**src/rtl/puf_challenge_sequencer_pkg.sv**
```systemverilog
// Shared definitions for the arbiter-PUF challenge sequencer: FSM state encoding,
// Galois LFSR tap masks per challenge width and the parameter legality rule.
package puf_challenge_sequencer_pkg;

    typedef enum logic [2:0] {
        StIdle   = 3'd0,
        StSetup  = 3'd1,
        StFire   = 3'd2,
        StSample = 3'd3,
        StDecide = 3'd4,
        StDone   = 3'd5
    } state_e;

    // Right-shifting Galois masks for maximal-length sequences; 0 means unsupported width.
    function automatic logic [63:0] lfsr_mask(input int unsigned len);
        case (len)
            8:       return 64'h0000_0000_0000_00B8;
            16:      return 64'h0000_0000_0000_B400;
            24:      return 64'h0000_0000_00E1_0000;
            32:      return 64'h0000_0000_8020_0003;
            default: return 64'h0;
        endcase
    endfunction

    function automatic bit params_legal(input int unsigned c_length,
                                        input int unsigned resp_bits,
                                        input int unsigned votes,
                                        input int unsigned setup_cyc,
                                        input int unsigned settle_cyc);
        return (votes >= 1) && (votes % 2 == 1) && (setup_cyc >= 1) && (settle_cyc >= 3) &&
               (resp_bits >= 2) && (c_length <= 64) && (lfsr_mask(c_length) != 64'h0);
    endfunction

endpackage

```
**src/rtl/puf_resp_sync.sv**
```systemverilog
// Two-flop synchronizer bringing the asynchronous arbiter output into the iclk domain.
module puf_resp_sync (
    input  logic iclk,
    input  logic irst_n,
    input  logic iasync,
    output logic osync
);

    logic meta_q;
    logic sync_q;

    always_ff @(posedge iclk or negedge irst_n) begin
        if (!irst_n) begin
            meta_q <= 1'b0;
            sync_q <= 1'b0;
        end else begin
            meta_q <= iasync;
            sync_q <= meta_q;
        end
    end

    assign osync = sync_q;

endmodule

```
**src/rtl/puf_challenge_sequencer.sv**
```systemverilog
// Arbiter-PUF sequencer: walks LFSR challenges, times setup and race pulse, and
// majority-votes repeated arbiter samples into one response bit per challenge.
module puf_challenge_sequencer
    import puf_challenge_sequencer_pkg::*;
#(
    parameter int unsigned C_LENGTH   = 16,
    parameter int unsigned RESP_BITS  = 32,
    parameter int unsigned VOTES      = 5,
    parameter int unsigned SETUP_CYC  = 4,
    parameter int unsigned SETTLE_CYC = 8
) (
    input  logic                 iclk,
    input  logic                 irst_n,
    input  logic                 istart,
    input  logic [C_LENGTH-1:0]  iseed,
    input  logic                 iabort,
    output logic [C_LENGTH-1:0]  ochallenge,
    output logic                 opulse,
    input  logic                 iresponse,
    output logic                 obusy,
    output logic                 ovalid,
    input  logic                 iack,
    output logic [RESP_BITS-1:0] oresp,
    output logic                 ounstable
);

    localparam int unsigned CntMax = (SETUP_CYC > SETTLE_CYC) ? SETUP_CYC : SETTLE_CYC;
    localparam int unsigned CntW   = $clog2(CntMax + 1);
    localparam int unsigned VoteW  = $clog2(VOTES + 1);
    localparam int unsigned IdxW   = (RESP_BITS > 1) ? $clog2(RESP_BITS) : 1;

    localparam logic [63:0]         TapMaskFull = lfsr_mask(C_LENGTH);
    localparam logic [C_LENGTH-1:0] TapMask     = TapMaskFull[C_LENGTH-1:0];
    localparam logic [CntW-1:0]     SetupLast   = CntW'(SETUP_CYC - 1);
    localparam logic [CntW-1:0]     SettleLast  = CntW'(SETTLE_CYC - 1);
    localparam logic [VoteW-1:0]    VoteLast    = VoteW'(VOTES - 1);
    localparam logic [VoteW-1:0]    VoteAll     = VoteW'(VOTES);
    localparam logic [VoteW-1:0]    VoteHalf    = VoteW'(VOTES / 2);
    localparam logic [IdxW-1:0]     IdxLast     = IdxW'(RESP_BITS - 1);

    if (!params_legal(C_LENGTH, RESP_BITS, VOTES, SETUP_CYC, SETTLE_CYC)) begin : gen_param_err
        $error("puf_challenge_sequencer: illegal parameter combination");
    end

    state_e                 state_q, state_d;
    logic [CntW-1:0]        cyc_q, cyc_d;
    logic [VoteW-1:0]       vote_q, vote_d;
    logic [VoteW-1:0]       ones_q, ones_d;
    logic [IdxW-1:0]        idx_q, idx_d;
    logic [C_LENGTH-1:0]    chal_q, chal_d;
    logic [RESP_BITS-1:0]   resp_q, resp_d;
    logic                   unst_q, unst_d;
    logic                   resp_sync;
    logic [C_LENGTH-1:0]    chal_next;

    puf_resp_sync u_resp_sync (
        .iclk   (iclk),
        .irst_n (irst_n),
        .iasync (iresponse),
        .osync  (resp_sync)
    );

    assign chal_next = chal_q[0] ? ((chal_q >> 1) ^ TapMask) : (chal_q >> 1);

    always_comb begin
        state_d = state_q;
        cyc_d   = cyc_q;
        vote_d  = vote_q;
        ones_d  = ones_q;
        idx_d   = idx_q;
        chal_d  = chal_q;
        resp_d  = resp_q;
        unst_d  = unst_q;

        unique case (state_q)
            StIdle: begin
                if (istart) begin
                    // An all-zero challenge would lock the LFSR, so substitute all-ones.
                    chal_d  = (iseed == '0) ? '1 : iseed;
                    idx_d   = '0;
                    vote_d  = '0;
                    ones_d  = '0;
                    resp_d  = '0;
                    unst_d  = 1'b0;
                    cyc_d   = '0;
                    state_d = StSetup;
                end
            end
            StSetup: begin
                if (cyc_q == SetupLast) begin
                    cyc_d   = '0;
                    state_d = StFire;
                end else begin
                    cyc_d = cyc_q + 1'b1;
                end
            end
            StFire: begin
                if (cyc_q == SettleLast) begin
                    cyc_d   = '0;
                    state_d = StSample;
                end else begin
                    cyc_d = cyc_q + 1'b1;
                end
            end
            StSample: begin
                ones_d  = ones_q + VoteW'(resp_sync);
                vote_d  = vote_q + 1'b1;
                state_d = (vote_q == VoteLast) ? StDecide : StSetup;
            end
            StDecide: begin
                resp_d[idx_q] = (ones_q > VoteHalf);
                unst_d        = unst_q | ((ones_q != '0) && (ones_q != VoteAll));
                ones_d        = '0;
                vote_d        = '0;
                chal_d        = chal_next;
                if (idx_q == IdxLast) begin
                    state_d = StDone;
                end else begin
                    idx_d   = idx_q + 1'b1;
                    state_d = StSetup;
                end
            end
            StDone: begin
                if (iack) begin
                    state_d = StIdle;
                end
            end
            default: state_d = StIdle;
        endcase

        // Abort wins over everything and freezes the partial result.
        if (iabort) begin
            state_d = StIdle;
            cyc_d   = cyc_q;
            vote_d  = vote_q;
            ones_d  = ones_q;
            idx_d   = idx_q;
            chal_d  = chal_q;
            resp_d  = resp_q;
            unst_d  = unst_q;
        end
    end

    always_ff @(posedge iclk or negedge irst_n) begin
        if (!irst_n) begin
            state_q <= StIdle;
            cyc_q   <= '0;
            vote_q  <= '0;
            ones_q  <= '0;
            idx_q   <= '0;
            chal_q  <= '0;
            resp_q  <= '0;
            unst_q  <= 1'b0;
        end else begin
            state_q <= state_d;
            cyc_q   <= cyc_d;
            vote_q  <= vote_d;
            ones_q  <= ones_d;
            idx_q   <= idx_d;
            chal_q  <= chal_d;
            resp_q  <= resp_d;
            unst_q  <= unst_d;
        end
    end

    assign ochallenge = chal_q;
    assign opulse     = (state_q == StFire) || (state_q == StSample);
    assign obusy      = (state_q != StIdle) && (state_q != StDone);
    assign ovalid     = (state_q == StDone);
    assign oresp      = resp_q;
    assign ounstable  = unst_q;

endmodule

```
**config.mk**
```make
export PLATFORM = sky130hd
export DESIGN_NAME = puf_challenge_sequencer
export DESIGN_NICKNAME = d
export VERILOG_FILES = /design/src/rtl/puf_challenge_sequencer_pkg.sv /design/src/rtl/puf_resp_sync.sv /design/src/rtl/puf_challenge_sequencer.sv
export SDC_FILE = /design/constraint.sdc
export NUM_CORES = 1
export LEC_CHECK = 0
export CORE_MARGIN = 2
export CORE_UTILIZATION = 25
export DETAILED_ROUTE_END_ITERATION = 10
export SLEW_MARGIN = 20
export SYNTH_ARGS = -nofsm -noshare
export SYNTH_HDL_FRONTEND = slang
export SYNTH_HIERARCHICAL = 1
export SYNTH_SLANG_ARGS = --single-unit
```
**constraint.sdc**
```tcl
create_clock -name iclk -period 3.15 [get_ports iclk]
set_clock_uncertainty 0.15 [all_clocks]
set_input_delay 0.63 -clock iclk [delete_from_list [all_inputs] [get_ports iclk]]
set_output_delay 0.63 -clock iclk [all_outputs]
set_load 0.03 [all_outputs]
```
* Word level (Yosys, flattened, before mapping)
Index checks and enable logic that the tools add are counted.
Storage, ports and cells: input port bits 22, output and inout port bits 52, flip-flop bits (word level) 69, word-level logic and storage cells 82
Cells by class: $add $sub $neg 4, order comparisons 3, multiplexer cells 29, reduce and logical (&&, ||, !) cells 16, bitwise gates (word level) 3, eq/ne operators 17
Operators by type and width (count):
- 32-bit case mux with 2 select lines | 1
- 16-bit two-way mux | 3
- 32-bit bitwise mux | 1
- 32-bit two-way mux | 1
- 16-bit case mux with 2 select lines | 1
- 3-bit two-way mux | 8
- 3-bit case mux with 3 select lines | 2
- 3-bit case mux with 6 select lines | 1
- 16-bit logical NOT | 1
- 3-bit inequality test (second input constant) | 5
- 4-bit two-way mux | 3
- 4-bit case mux with 3 select lines | 1
- 3-bit nonzero test | 4
- 5-bit two-way mux | 2
- 5-bit case mux with 2 select lines | 1
- 3-bit == test (second input constant) | 3
- 3-bit AND reduction | 3
- 4-bit AND reduction | 2
- 3-bit by 2-bit == test with 1-bit output (second input constant) | 2
- 5-bit by 6-bit < comparator with 1-bit output (second input constant) | 1
- 5-bit by 1-bit adder with 5-bit output (second input constant) | 1
- 1-bit demux with 5-bit select | 1
- 5-bit == test (second input constant) | 1
- 5-bit by 1-bit >= comparator with 1-bit output (second input constant) | 1
- other kinds (18) | 22

* Longest topological paths before layout
Gate-level depths: netlist (run 1).
depth after elaboration 6, depth in mapped cells 7, gate-level depth less buffers 7

* Cells and area by module
The synthesis (run 1) kept the hierarchy.
Modules (own cells, without submodules):
- puf_challenge_sequencer | cells an instance 398, sequential area each 1676.6 um2, area each 3627.2 um2, times used 1
- puf_resp_sync | cells an instance 2, sequential area each 50.0 um2, area each 50.0 um2, times used 1

* Worst setup path before layout (run 1)
OpenSTA, ideal clock, no wires.
path kind register to output, start register state_q[2], end output opulse, buffers on the path 3, arrival time 1343 ps, required time 2370 ps, stages on the path, launching flop included 5, path slack 1027 ps, cells stage by stage dfrtp_1 -> buf_2 -> clkbuf_1 -> clkbuf_1 -> nor2b_1
Between the ends: cells in the longest elaborated chain, start to end 2, elaborated cells on any way between the ends 3, classes of those cells 2 x eq/ne; 1 x reduce/logical
Ends and longest elaborated chain:
- start, declared | line puf_challenge_sequencer.sv:45 | state_e state_q, state_d;
- start signal, assigned | line puf_challenge_sequencer.sv:146 | state_q <= StIdle;
- start signal, assigned | line puf_challenge_sequencer.sv:155 | state_q <= state_d;
- 3-bit by 2-bit == test with 1-bit output | line puf_challenge_sequencer.sv:167 | assign opulse = (state_q == StFire) || (state_q == StSample);
- 1-bit logical OR (*) | line puf_challenge_sequencer.sv:167
- end, declared | line puf_challenge_sequencer.sv:18 | output logic opulse,
Mark *: on every way between the ends. The rest lies on a longest branch, timed or not.

* Final worst setup path (run 1)
start register state_q[2], end output obusy
Between the ends: cells in the longest elaborated chain, start to end 2, elaborated cells on any way between the ends 3, classes of those cells 1 x eq/ne; 2 x reduce/logical
Ends and longest elaborated chain:
- 3-bit inequality test or 3-bit nonzero test (tied branches) | line puf_challenge_sequencer.sv:168 | assign obusy = (state_q != StIdle) && (state_q != StDone);
- 1-bit logical AND (*) | line puf_challenge_sequencer.sv:168
- end, declared | line puf_challenge_sequencer.sv:20 | output logic obusy,
Marked as above.

==> flow_results.org, run 1 <==
** Placed design
- Count of input and output buffers :: 73
- Summed over all nets, the half-perimeter wirelength after detailed placement is 6810 microns.
- The congestion estimate from routability-driven global placement came to 0.797.

** Power
- Power, Total :: 0.00312 W
- VDD sags by at most ~320 uV.
- Power density over the cells :: 638 nW/um^2
- Lkg Pwr :: 2.03 nW

** Layout
- From synthesis to final layout, the design area changed by 33.0%.
- Of the cells placed in the final design, the portion with a size suffix greater than 1 is 0.0616.
- The number of antenna diodes in the final layout is 0.
- Count of fill cells added during filler insertion :: 1440
- Total area of sequential cells :: 1730 sq um
- Multi-input combinational cell area :: 1760 sq um
- Final #Nets :: 499

** Route
- Violation count after the first detailed-routing iteration :: between 300 and 400
- After detailed routing, no signal wire sits above met4.
- Wire segments on met3 add up to slightly above 500 microns in the final route.
- DR pass1 iterations :: 5
- Residual antenna-violating net count after detailed routing :: 0
- Final routed wirelength across all metal layers :: 10000 microns
- In the routed layout, each cell is associated on average with a via count of 4.92.
- Routed length on met1 :: 4610 microns
- Dividing the detail-routed wire length by the instance count gives 15.3 microns.
- Overall via count from detail_route :: around 3200
- In the detailed route, the total length drawn on met2 is 4810 microns.
- Remaining routing DRC violations :: 0

** Synth
- Post-synth EDFFs :: 0
- Most common library cells after synthesis :: o21ai_0 (81), dfrtp_1 (69), a21boi_0 (32)
- The most common cell in the synthesized netlist is o21ai_0.
- Synth Area per Inst :: roughly 9.2 sq um
- Flip-flop cell with the highest count after synthesis :: dfrtp_1
- The cell count after synthesis came out at 400.
- The synthesized netlist occupies a cell area of 3680 sq um.
- In the synthesized netlist the async set-or-reset flop fraction comes to 1.00.
- The biggest area contributor in the post-synthesis netlist is dfrtp_1.
- Part of the Yosys area used for sequential elements :: 0.470
- Counting flops and latches in the post-synthesis netlist gives 69.
- Total nets after synthesis :: ~430
- Of the post-synthesis cell area, the dominant cell type holds 0.470.
- Yosys attributes the largest share of cell area to dfrtp_1 (47%), o21ai_0 (11%), a21boi_0 (6.5%).
- Synthesis instantiated 46 different standard cells from the library.
- Warnings from Yosys :: 6

** Clock tree
- Clock-pin slew of the registers on the worst-case setup and hold paths :: 0.06 ns
- Once the clock tree was built, the setup fixing pass inserted 0 buffers.
- For the worst-skew pair, the clock arrives at the later sink with an insertion delay of 0.33 ns.
- Number of gates resized after CTS :: 0
- Counting along the longest clock path gives a buffer depth of 2.
- TritonCTS built the clock tree.
- TritonCTS sink count :: 69
- CTS H-Tree Depth :: 3
- Root buf cell :: clkbuf_16
- Buffers inserted to repair hold after CTS numbered 0.
- Buffers inserted during clock tree synthesis total 9.

** GRT
- The number of antenna violations at the first check in global routing was 0.
- Total global-route track usage :: 0.131
- Entering global routing, the biggest net connects 65 pins.
- The via count of the first global-routing pass was 3327.
- Overflow after GRT :: 0
- The first global-routing pass estimated 16600 microns of wire.

** Timing
- Across all hold checks on the routed design, the worst slack comes to 0.0947 ns.
- Total setup violations reported at the end of the flow :: 0
- Measured against its own limit, the worst slew margin works out to 0.599.
- Maximum frequency from static timing analysis :: a little over 400 MHz
- The number of hold violations in the final report was 0.
- At the pin with the least slew margin, the transition time is between 0.6 and 0.7 ns.
- Summed negative setup slack over all endpoints :: 0 ns
- Number of max-slew violations in the final report :: 0
- Setup repair after global routing left no endpoint under its margin.
- Minimum clock period :: 2.42 ns
- Period utilization :: 0.768

** Worst setup path
- The number of cells on the worst reg-to-reg path is 7.
- Critical path cell sequence :: xnor2_1, nand2b_1, clkdlybuf4s50_1
- Crit path required time :: 2.37 ns
- On the worst path, the slowest cell contributes a delay of roughly 0.66 ns.
- CP max FO :: 5
- The setup check on the worst reg-to-reg path leaves a slack of 0.75 ns.
- CP Capture Type :: primary output
- Worst endpoint data arrival time :: 1.64 ns
- Among all stages on the critical path, the largest delay is contributed by clkdlybuf4s50_1.
- The worst setup path is launched from a register.
- Start-to-end type of the worst setup path :: reg -> out

** Floorplanning
- The die covers 15700 sq um.
- The initialized floorplan defines 44 standard-cell rows.
- Die width :: 125 microns
- Initial cell density of the core :: 0.254
- Chip height :: 125 microns
- The floorplan step defined a core boundary enclosing approximately 14000 sq um.
- For this design the top-level I/O count stands at between 70 and 80.

** Flow run
- The tool flagged a number of max-cap violations equal to 0.

** Run status
- Run status :: complete, no violations

** Worst hold path
- Hold Path Class :: in -> async
[critical path, delay by kind of cell (launching register included)]
family | cells | cell delay, ns
simple gates | 1 | 0.07
buf+inv | 1 | 0.66
xor+xnor | 1 | 0.15
flops | 1 | 0.43
[cell type report]
cell class / instances / area share
Multi-Input combinational cell: 282 / 0.360
Tap cell: 184 / 0.0471
Clock inverter: 1 / 0.00102
Sequential cell: 69 / 0.353
Inverter: 22 / 0.0169
Clock buffer: 14 / 0.0560
Timing Repair Buffer: 83 / 0.166
[registers in the layout, summed over array words and instances, names as in the netlist]
| register | cells |
|---|---|
| ochallenge | 16 |
| cyc_q | 4 |
| u_resp_sync/osync | 1 |
| ones_q | 3 |
| state_q | 3 |
| idx_q | 5 |
| oresp | 32 |
| vote_q | 3 |
| u_resp_sync/meta_q | 1 |
| ounstable | 1 |
[cells by family after synthesis]
family | after synthesis | share of synthesized area
compound gates | 157 | 0.271
simple gates | 104 | 0.144
flops | 69 | 0.470
buf+inv | 49 | 0.0548
fa+ha+maj | 10 | 0.0340
xor+xnor | 9 | 0.0214
mux | 2 | 0.00544
[path summary, 6_finish.rpt]
| path | from | endpoint |
|---|---|---|
| setup / recovery | state_q[2]$_DFFE_PN0P_ | obusy |
| min in group iclk | u_resp_sync/meta_q$_DFF_PN0_ | u_resp_sync/osync$_DFF_PN0_ |
| hold / removal | irst_n | oresp[17]$_DFFE_PN0P_ |
| max in group asynchronous | irst_n | ochallenge[7]$_DFFE_PN0P_ |
| setup reg to reg | idx_q[1]$_DFFE_PN0P_ | idx_q[3]$_DFFE_PN0P_ |
| hold reg to reg | u_resp_sync/meta_q$_DFF_PN0_ | u_resp_sync/osync$_DFF_PN0_ |
[layer usage]
metal / global-route usage / vias up
met1: 0.165 / 1550
met3: 0.0381 / 8
met2: 0.213 / 94
met5: 0 / -
li1: - / 1568
met4: 0.0477 / 0
[cell usage in the layout, fill, tap and decap left out, types with 2 or more instances in the layout]
| cell type | instances |
|---|---|
| a221oi_1 | 2 |
| clkbuf_16 | 9 |
| clkbuf_1 | 2 |
| nand3b_1 | 3 |
| xor2_1 | 4 |
| nand2_1 | 28 |
| a21oi_1 | 4 |
| a22o_1 | 7 |
| or4_1 | 2 |
| and3_1 | 2 |
| ha_1 | 10 |
| a221o_1 | 11 |
| mux2i_1 | 2 |
| clkdlybuf4s50_1 | 71 |
| o21ai_1 | 8 |
| dfrtp_1 | 69 |
| nand3_1 | 9 |
| nor4_2 | 2 |
| buf_4 | 10 |
| or3_1 | 4 |
| a21o_1 | 3 |
| nor2_1 | 28 |
| nor3_1 | 2 |
| clkbuf_8 | 3 |
| a21boi_0 | 32 |
| nor3b_1 | 5 |
| xnor2_1 | 5 |
| and3b_1 | 3 |
| inv_1 | 22 |
| nand2b_1 | 5 |
| o21ai_0 | 81 |
| nor4_1 | 4 |
[power breakdown]
group	total (W)	internal (W)	switching, W
clock network	0.000936	0.000591	0.000345
registers	0.00117	0.00104	0.000137
logic	0.00101	0.000425	0.000586
total	0.00312	0.00205	0.00107
[metrics by stage]
stage | instance area [sq um] | worst slack (ns) | utilization | instances
after floorplan | 3680 | 1.03 | - | 400
after global placement | 4610 | 0.475 | 0.318 | 640
after detailed placement | 4610 | 0.388 | 0.318 | 640
after CTS | 4890 | 0.697 | 0.338 | 655
after global routing | 4890 | 0.555 | 0.338 | 655
final | 4890 | 0.731 | 0.338 | 655
(Power assumes the default switching activity.)
==> run 2, diff against run 1 <==
- clock period: 3.15 -> 2.22 ns (I/O delays scaled with it)
==> run 2 against run 1 <==
Total power grew 41%. Combinational power grew 45%. First-iteration DRC count shrank 18%. Largest cell class unchanged. Sequential cell count is the same. Critical path type unchanged. Critical endpoint is now ovalid. Highest routed layer unchanged. Largest power group unchanged.
==> flow_results.org, run 2 (same netlist as run 1, synthesis figures left out) <==
** Run status
- The flow ran to the end, and the final reports show no timing, DRC or antenna violations.

** Placed design
- Detailed-placement wirelength estimate :: 7130 microns (+4.7%)
- The number of placed instances, taps included was 660 (+3.1%).
- The port buffer count is 73 (unchanged).
- The final RePlAce weighted congestion came to 0.793 (-0.50%).

** Worst setup path
- The required arrival time at the worst endpoint was 1.63 ns (-0.74 ns).
- Capture point of the worst reg-to-reg path :: idx_q[3]$_DFFE_PN0P_
- The worst setup path is of the reg -> out kind.
- Worst endpoint data arrival time :: 1.53 ns (-0.11 ns)
- CP max FO :: 14 (+9)
- Cells on worst reg2reg path :: 7 (unchanged)
- Internal reg-to-reg setup slack :: 0.15 ns (-0.60 ns)
- The worst setup path is captured at a primary output.
- Startpoint of the most critical setup path :: state_q[0]$_DFFE_PN0P_
- The worst setup path is launched from a register.
- Reg-to-reg startpoint :: idx_q[0]$_DFFE_PN0P_

** Clock tree
- Worst skew pair latency :: 0.32 ns (about the same)
- Root buf cell :: clkbuf_16
- Postcts setup bufs :: 0 (unchanged)
- The maximum level of the CTS H-tree came to 3 (unchanged).
- Clock-pin slew of the registers on the worst-case setup and hold paths :: 0.05 ns (about the same)
- The total of cells resized after clock tree synthesis is 0 (unchanged).
- TritonCTS sink count :: 69 (unchanged)
- CTS buffer count :: 9 (unchanged)
- Deepest clock path buffer count :: 2 (unchanged)
- TritonCTS built the clock tree.

** Worst hold path
- Hold Path Class :: reg -> reg
- Number of cells traversed by the worst hold path :: 0
- The worst hold path begins at u_resp_sync/meta_q$_DFF_PN0_.
- End point of the most critical hold path :: u_resp_sync/osync$_DFF_PN0_

** Timing
- Worst-margin pin slew :: 0.546 ns (-0.0555 ns)
- Maximum frequency from static timing analysis :: between 400 and 500 MHz
- Worst rel slew slack :: 0.636 (+0.0370)
- Total setup violations reported at the end of the flow :: 0 (unchanged)
- Final count of hold timing violations :: 0 (unchanged)
- Number of max-slew violations in the final report :: 0 (unchanged)
- Setup repair after global routing left no endpoint under its margin.
- Period utilization :: 0.957
- For the finished layout, the period the worst path requires is 2.12 ns.

** Layout
- The number of flip-flops under the largest register name came to 32 (unchanged).
- From synthesis to final layout, the design area changed by 37.4%.
- Non-filler cells in the finished layout :: 676 (+3.2%)
- The number of nets in the final layout was 520 (+4.2%).
- Share of final-layout standard cells stronger than drive strength 1 :: 0.102 (+0.0401)
- ANT cells :: 0 (unchanged)
- Commonest cells after routing, fill and taps aside :: o21ai_0 (81), dfrtp_1 (69), clkdlybuf4s50_1 (69), a21boi_0 (32), buf_4 (30)
- Leaving out fill and tap cells, the most frequent cell in the layout is o21ai_0.
- The filler cell count in the final layout is 1476 (+2.5%).
- Final design utilization :: 0.349 (+0.0111)

** Power
- Combinational fraction of design power :: 0.332 (+0.008)
- Power, Total :: 0.00441 W (+41%)
- The worst-case vdd ir drop came to 805 uV (+150%).
- The design internal power came to 0.00288 W (+40%).
- The net switching component of the power came to 0.00153 W (+43%).
- The switching power share of the total came to 0.346 (+0.00418).
- The cell area power density was 873 nW/um^2 (+37%).
- The clock group share of total power is 0.286 (-0.014).
- Flop pwr share :: 0.383 (+0.007)
- The leakage power summed over all cells is 2.14 nW (+5.2%).

** Route
- Residual antenna-violating net count after detailed routing :: 0 (unchanged)
- DR pass1 iterations :: 4 (-1)
- The overall via count from detail_route was 3294 (+2.3%).
- Final routed wirelength across all metal layers :: 10000 microns (+0.34%)
- Remaining routing DRC violations :: 0 (unchanged)
- Violation count after the first detailed-routing iteration :: 255 (-18%)
- Wire length per cell :: 14.9 microns (-2.8%)
- The number of vias per cell came to 4.87 (-0.88%).

** Floorplanning
- The die boundary width was 125 microns (unchanged).
- The die extent in y is 125 microns (unchanged).
- The area of the core region is 14500 sq um (unchanged).
- Initial cell density of the core :: 0.254 (unchanged)
- The number of top-level pins came to 74 (unchanged).
- The area of the die was 15700 sq um (unchanged).
- The number of rows created at floorplan was 44 (unchanged).

** Flow run
- Number of maximum-capacitance violations :: 0 (unchanged)

** GRT
- The via count of the first global-routing pass is 3351 (+0.72%).
- Global-route wire length before repair :: 16800 microns (+1.3%)
- Antenna violations before repair :: 0 (unchanged)
- The pin count of the biggest net entering global routing was 65 (unchanged).
- The total grt overflow is 0 (unchanged).
- Total global-route track usage :: 0.130 (about the same)
-- run 2: cell count changes in the layout (fill, tap and decap cells not counted) --
cell,previous run,this run
dlygate4sd3_1,0,1
buf_12,1,3
clkbuf_8,3,1
buf_4,10,30
clkbuf_1,2,3
clkdlybuf4s50_1,71,69
clkinv_2,1,2
-- run 2: per-layer routing --
metal	share of wire	vias to the layer above	wire length, microns	track usage
met2	0.48	91	4850	0.221
li1	-	1610	-	-
met3	0.047	17	474	0.0334
met5	0	-	0	0
met4	0.015	0	146	0.0359
met1	0.45	1576	4570	0.165
-- run 2: timing repair --
action / 4_1_cts / 5_1_grt
endpoints found under the setup margin: 0 / 0
hold endpoints to repair: 15 / 0
hold buffers: 1 / 0
-- run 2: through the flow --
| step | hold slack, ns | instance area (sq um) | worst slack [ns] | setup TNS, ns |
|---|---|---|---|---|
| final | 0.197 | 5050 | 0.0955 | 0 |
| after global routing | 0.213 | 5050 | 0.0138 | 0 |
| after CTS | 0.199 | 5050 | 0.0926 | 0 |
| after detailed placement | 0.187 | 4780 | -0.176 | -3.68 |
| after global placement | 0.184 | 4780 | -0.146 | -2.78 |
| after floorplan | -0.00159 | 3680 | 0.174 | 0 |
-- run 2: cell type report --
class	count	area, sq um	area share
clock inverters	2	10.0	0.00198
clock buffers	13	250	0.0495
flip-flops and latches	69	1730	0.342
well taps	184	230	0.0456
inverters	22	82.6	0.0163
multi-input cells	282	1760	0.349
repair buffers	104	991	0.196
-- run 2: worst max-delay path by stage --
stage / to / slack (ns) / cells past startpoint
floorplan: idx_q[3]$_DFFE_PN0P_ / 0.17 / 7
global placement: ochallenge[9]$_DFFE_PN0P_ / -0.15 / 7
detailed placement: ochallenge[8]$_DFFE_PN0P_ / -0.18 / 7
CTS: ochallenge[0] / 0.09 / 1
global route: idx_q[3]$_DFFE_PN0P_ / 0.01 / 7
finish: ovalid / 0.1 / 4
-- run 2: power by group through the flow --
stage	combinational [W]	clock [W]	sequential, W
2_1_floorplan	0.000618	0	0.00193
3_3_place_gp	0.00144	0	0.00170
3_5_place_dp	0.00147	0	0.00170
4_1_cts	0.00147	0.00130	0.00169
5_1_grt	0.00159	0.00136	0.00172
6_report	0.00146	0.00126	0.00169
-- run 2: worst max-delay path, stage by stage, from the launching register on --
cell     delay (ns)
dfrtp_1        0.50
buf_4          0.26
inv_1          0.07
nor2_1         0.21
buf_12         0.15
==> run 3, diff against run 2 <==
- CAP_MARGIN: unset -> 25
==> results of run 3 <==
No change in the layout: final DEF, timing and power equal those of run 2.
==> RTL change (flow settings as in run 3) <==
Reset style: synchronous (`irst_n`), changed in 2 clocked blocks. Comments in the files are not updated.
--- a/src/rtl/puf_resp_sync.sv
+++ b/src/rtl/puf_resp_sync.sv
@@ -9,7 +9,7 @@
     logic meta_q;
     logic sync_q;
 
-    always_ff @(posedge iclk or negedge irst_n) begin
+    always_ff @(posedge iclk) begin
         if (!irst_n) begin
             meta_q <= 1'b0;
             sync_q <= 1'b0;
--- a/src/rtl/puf_challenge_sequencer.sv
+++ b/src/rtl/puf_challenge_sequencer.sv
@@ -141,7 +141,7 @@
         end
     end
 
-    always_ff @(posedge iclk or negedge irst_n) begin
+    always_ff @(posedge iclk) begin
         if (!irst_n) begin
             state_q <= StIdle;
             cyc_q   <= '0;
Behaviour: differs if irst_n is asserted again (counterexample within 4 cycles, from zero or initial values and one cycle with irst_n low); with irst_n held inactive, the same outputs for 10 cycles.
==> RTL change against run 3 <==
- register-to-register slack got worse by 0.05 ns
- routed wire length rose by 2.0%
- count of clock-buffer cells in the layout fell by 1
- highest routed layer unchanged
- synthesized area fell by 5.3%
- via count rose by 0.97%
- sequential cell count did not move
- die area fell by 5.2%
- first-iteration DRC count fell by 27%
- worst setup slack got worse by 0.0083 ns
- design area fell by 3.7%
- critical endpoint is now ochallenge[0]
Power is not compared: it rests on default switching activity, and its combinational part moved more than twofold at a synthesized area within 25%.
==> RTL change: results (changes against run 3) <==
Logic synthesis
  • Asr flop ratio synth: 0% (-100 points)
  • Yosys cell types: 51 (+11%)
  • Commonest cells in the netlist: dfxtp_1, a21oi_1, nand2_1
  • Synthesis Warnings: 6 (unchanged)
  • Seq/Total Area, Yosys: 39.68% (-7.3 points)
  • Synthesized net count: 438 (+1.4%)
  • Predominant post-synthesis flop cell: dfxtp_1
  • Area contributors post-synth: dfxtp_1, o211ai_2, a21oi_1, o221ai_1, ha_1

Clock tree
  • Maximum clock insertion buffer count: 2 (unchanged)
  • CTS buffer count: 9 (unchanged)
  • Reg clk slew, reported paths: ~0.06 ns
  • Clock insertion delay at the later pin of the skew report: ~0.33 ns
  • H-tree levels: 3 (unchanged)
  • Setup repair bufs after CTS: 0 (unchanged)
  • CTS root buffer: clkbuf_16

Finish
  • # diodes: 0 (unchanged)
  • Nets@finish: 520 (unchanged)
  • Share of layout cells above drive strength 1: 15.01% (+4.8 points)
  • Fillers: 1389 (-5.9%)

Timing
  • Final period utilization: 96.07% (+0.37 points)
  • Hold WS: 0.2818 ns (+0.08508 ns)
  • Rel. slew slack: 63.38% (-0.19 points)
  • Max-slew violation count: 0 (unchanged)

Detailed routing
  • Initial DRT Pass Iterations: 4 (unchanged)
  • Final wirelength: 10240 µm (+2.0%)
  • Initial drt markers: 187 (-27%)
  • Remaining DRCs: 0 (unchanged)
  • Avg Vias per Cell: 4.942 (+1.4%)

Global route
  • Initial antenna violation count: 0 (unchanged)
  • Total GRT Usage: 14.18% (+1.1 points)
  • First-pass GRT wire length: 16730 µm (-0.29%)
  • Vias in the first global route: 3312 (-1.2%)
  • Largest net degree at the start of global routing: 36 (-45%)

Setup path
  • CP max-delay cell: clkdlybuf4s50_1
  • Worst-path fanout max: 6 (-8)
  • CP top delay family: buffers and inverters
  • Worst reg2reg setup slack: 0.10 ns (-0.05 ns)
  • Max stage delay on crit path: 0.74 ns (+0.24 ns)
  • Critical Path AT: 1.54 ns

Place
  • Port Buffer Count: 73 (unchanged)
  • Area after DPL: 4533 µm² (-5.2%)
  • Dpl ws: -0.1065 ns (+0.07003 ns)
  • HPWL Detailed: 7374 µm (+3.5%)
  • Final GP Congestion: 0.8074 (+1.8%)

Power
  • Peak supply drop: around 0.33 mV
  • Pleak: ~1.8 nW
  • Combinational gate power: between 0.0002 and 0.0003 W
  • Pwr/cell area: ~650 nW/µm²

Run status
  • Outcome: finished clean

Worst hold path
  • Hold WC Path Type: reg -> reg
==> RTL change: changes by cell type after synthesis, sizes merged, moves of 22 or more <==
| cell | change |
|---|---|
| o21ai | -58 |
| dfxtp | +69 |
| a21oi | +30 |
| dfrtp | -69 |
| a21boi | -32 |
| o211ai | +22 |
==> RTL change: cell families (layout without fill, tap and decap cells) <==
logic type	count (synthesis)	count (layout)	synth area share (%)
and+or+nand+nor	109	109	16.03
buffers and inverters	57	144	6.866
xor gates and xnor gates	10	10	2.516
DFF	69	69	39.68
AOI/OAI and AO/OA	150	150	31.02
muxes	1	1	0.2876
adders and majority gates	10	10	3.595
==> RTL change: per-stage QoR <==
stage                     utilization, %  instances
after global placement             33.04        657
after CTS                          35.42        673
after floorplan                        -        406
final                              35.47        673
after detailed placement           33.04        657
after global routing               35.47        673
==> RTL change: metal layers <==
layer	GRT usage (%)	share of wire [%]	vias up
met3	4.073	4.2	17
met5	0	0	-
met1	17.82	46	1561
li1	-	-	1669
met2	22.63	47	79
met4	6.106	2.0	0
==> RTL change: area by class of cell <==
| cell class | count | area, µm² | share of cell area [%] |
|---|---|---|---|
| multi-input combinational | 280 | 1862 | 38.26 |
| tap | 180 | 225.2 | 4.628 |
| clock buffer | 12 | 256.5 | 5.271 |
| sequential | 69 | 1383 | 28.41 |
| timing repair buffer | 104 | 979.7 | 20.13 |
| inverter | 24 | 90.09 | 1.851 |
| clock inverter | 4 | 70.07 | 1.440 |
==> RTL change: path summary, 6_finish.rpt <==
path | from | depth (start not counted) | end
worst min-delay path | u_resp_sync/meta_q | 1 | u_resp_sync/osync
worst max register to register | idx_q[1] | 7 | idx_q[3]
worst min register to register | u_resp_sync/meta_q | 1 | u_resp_sync/osync
worst max-delay path | ochallenge[0] | 1 | ochallenge[0]
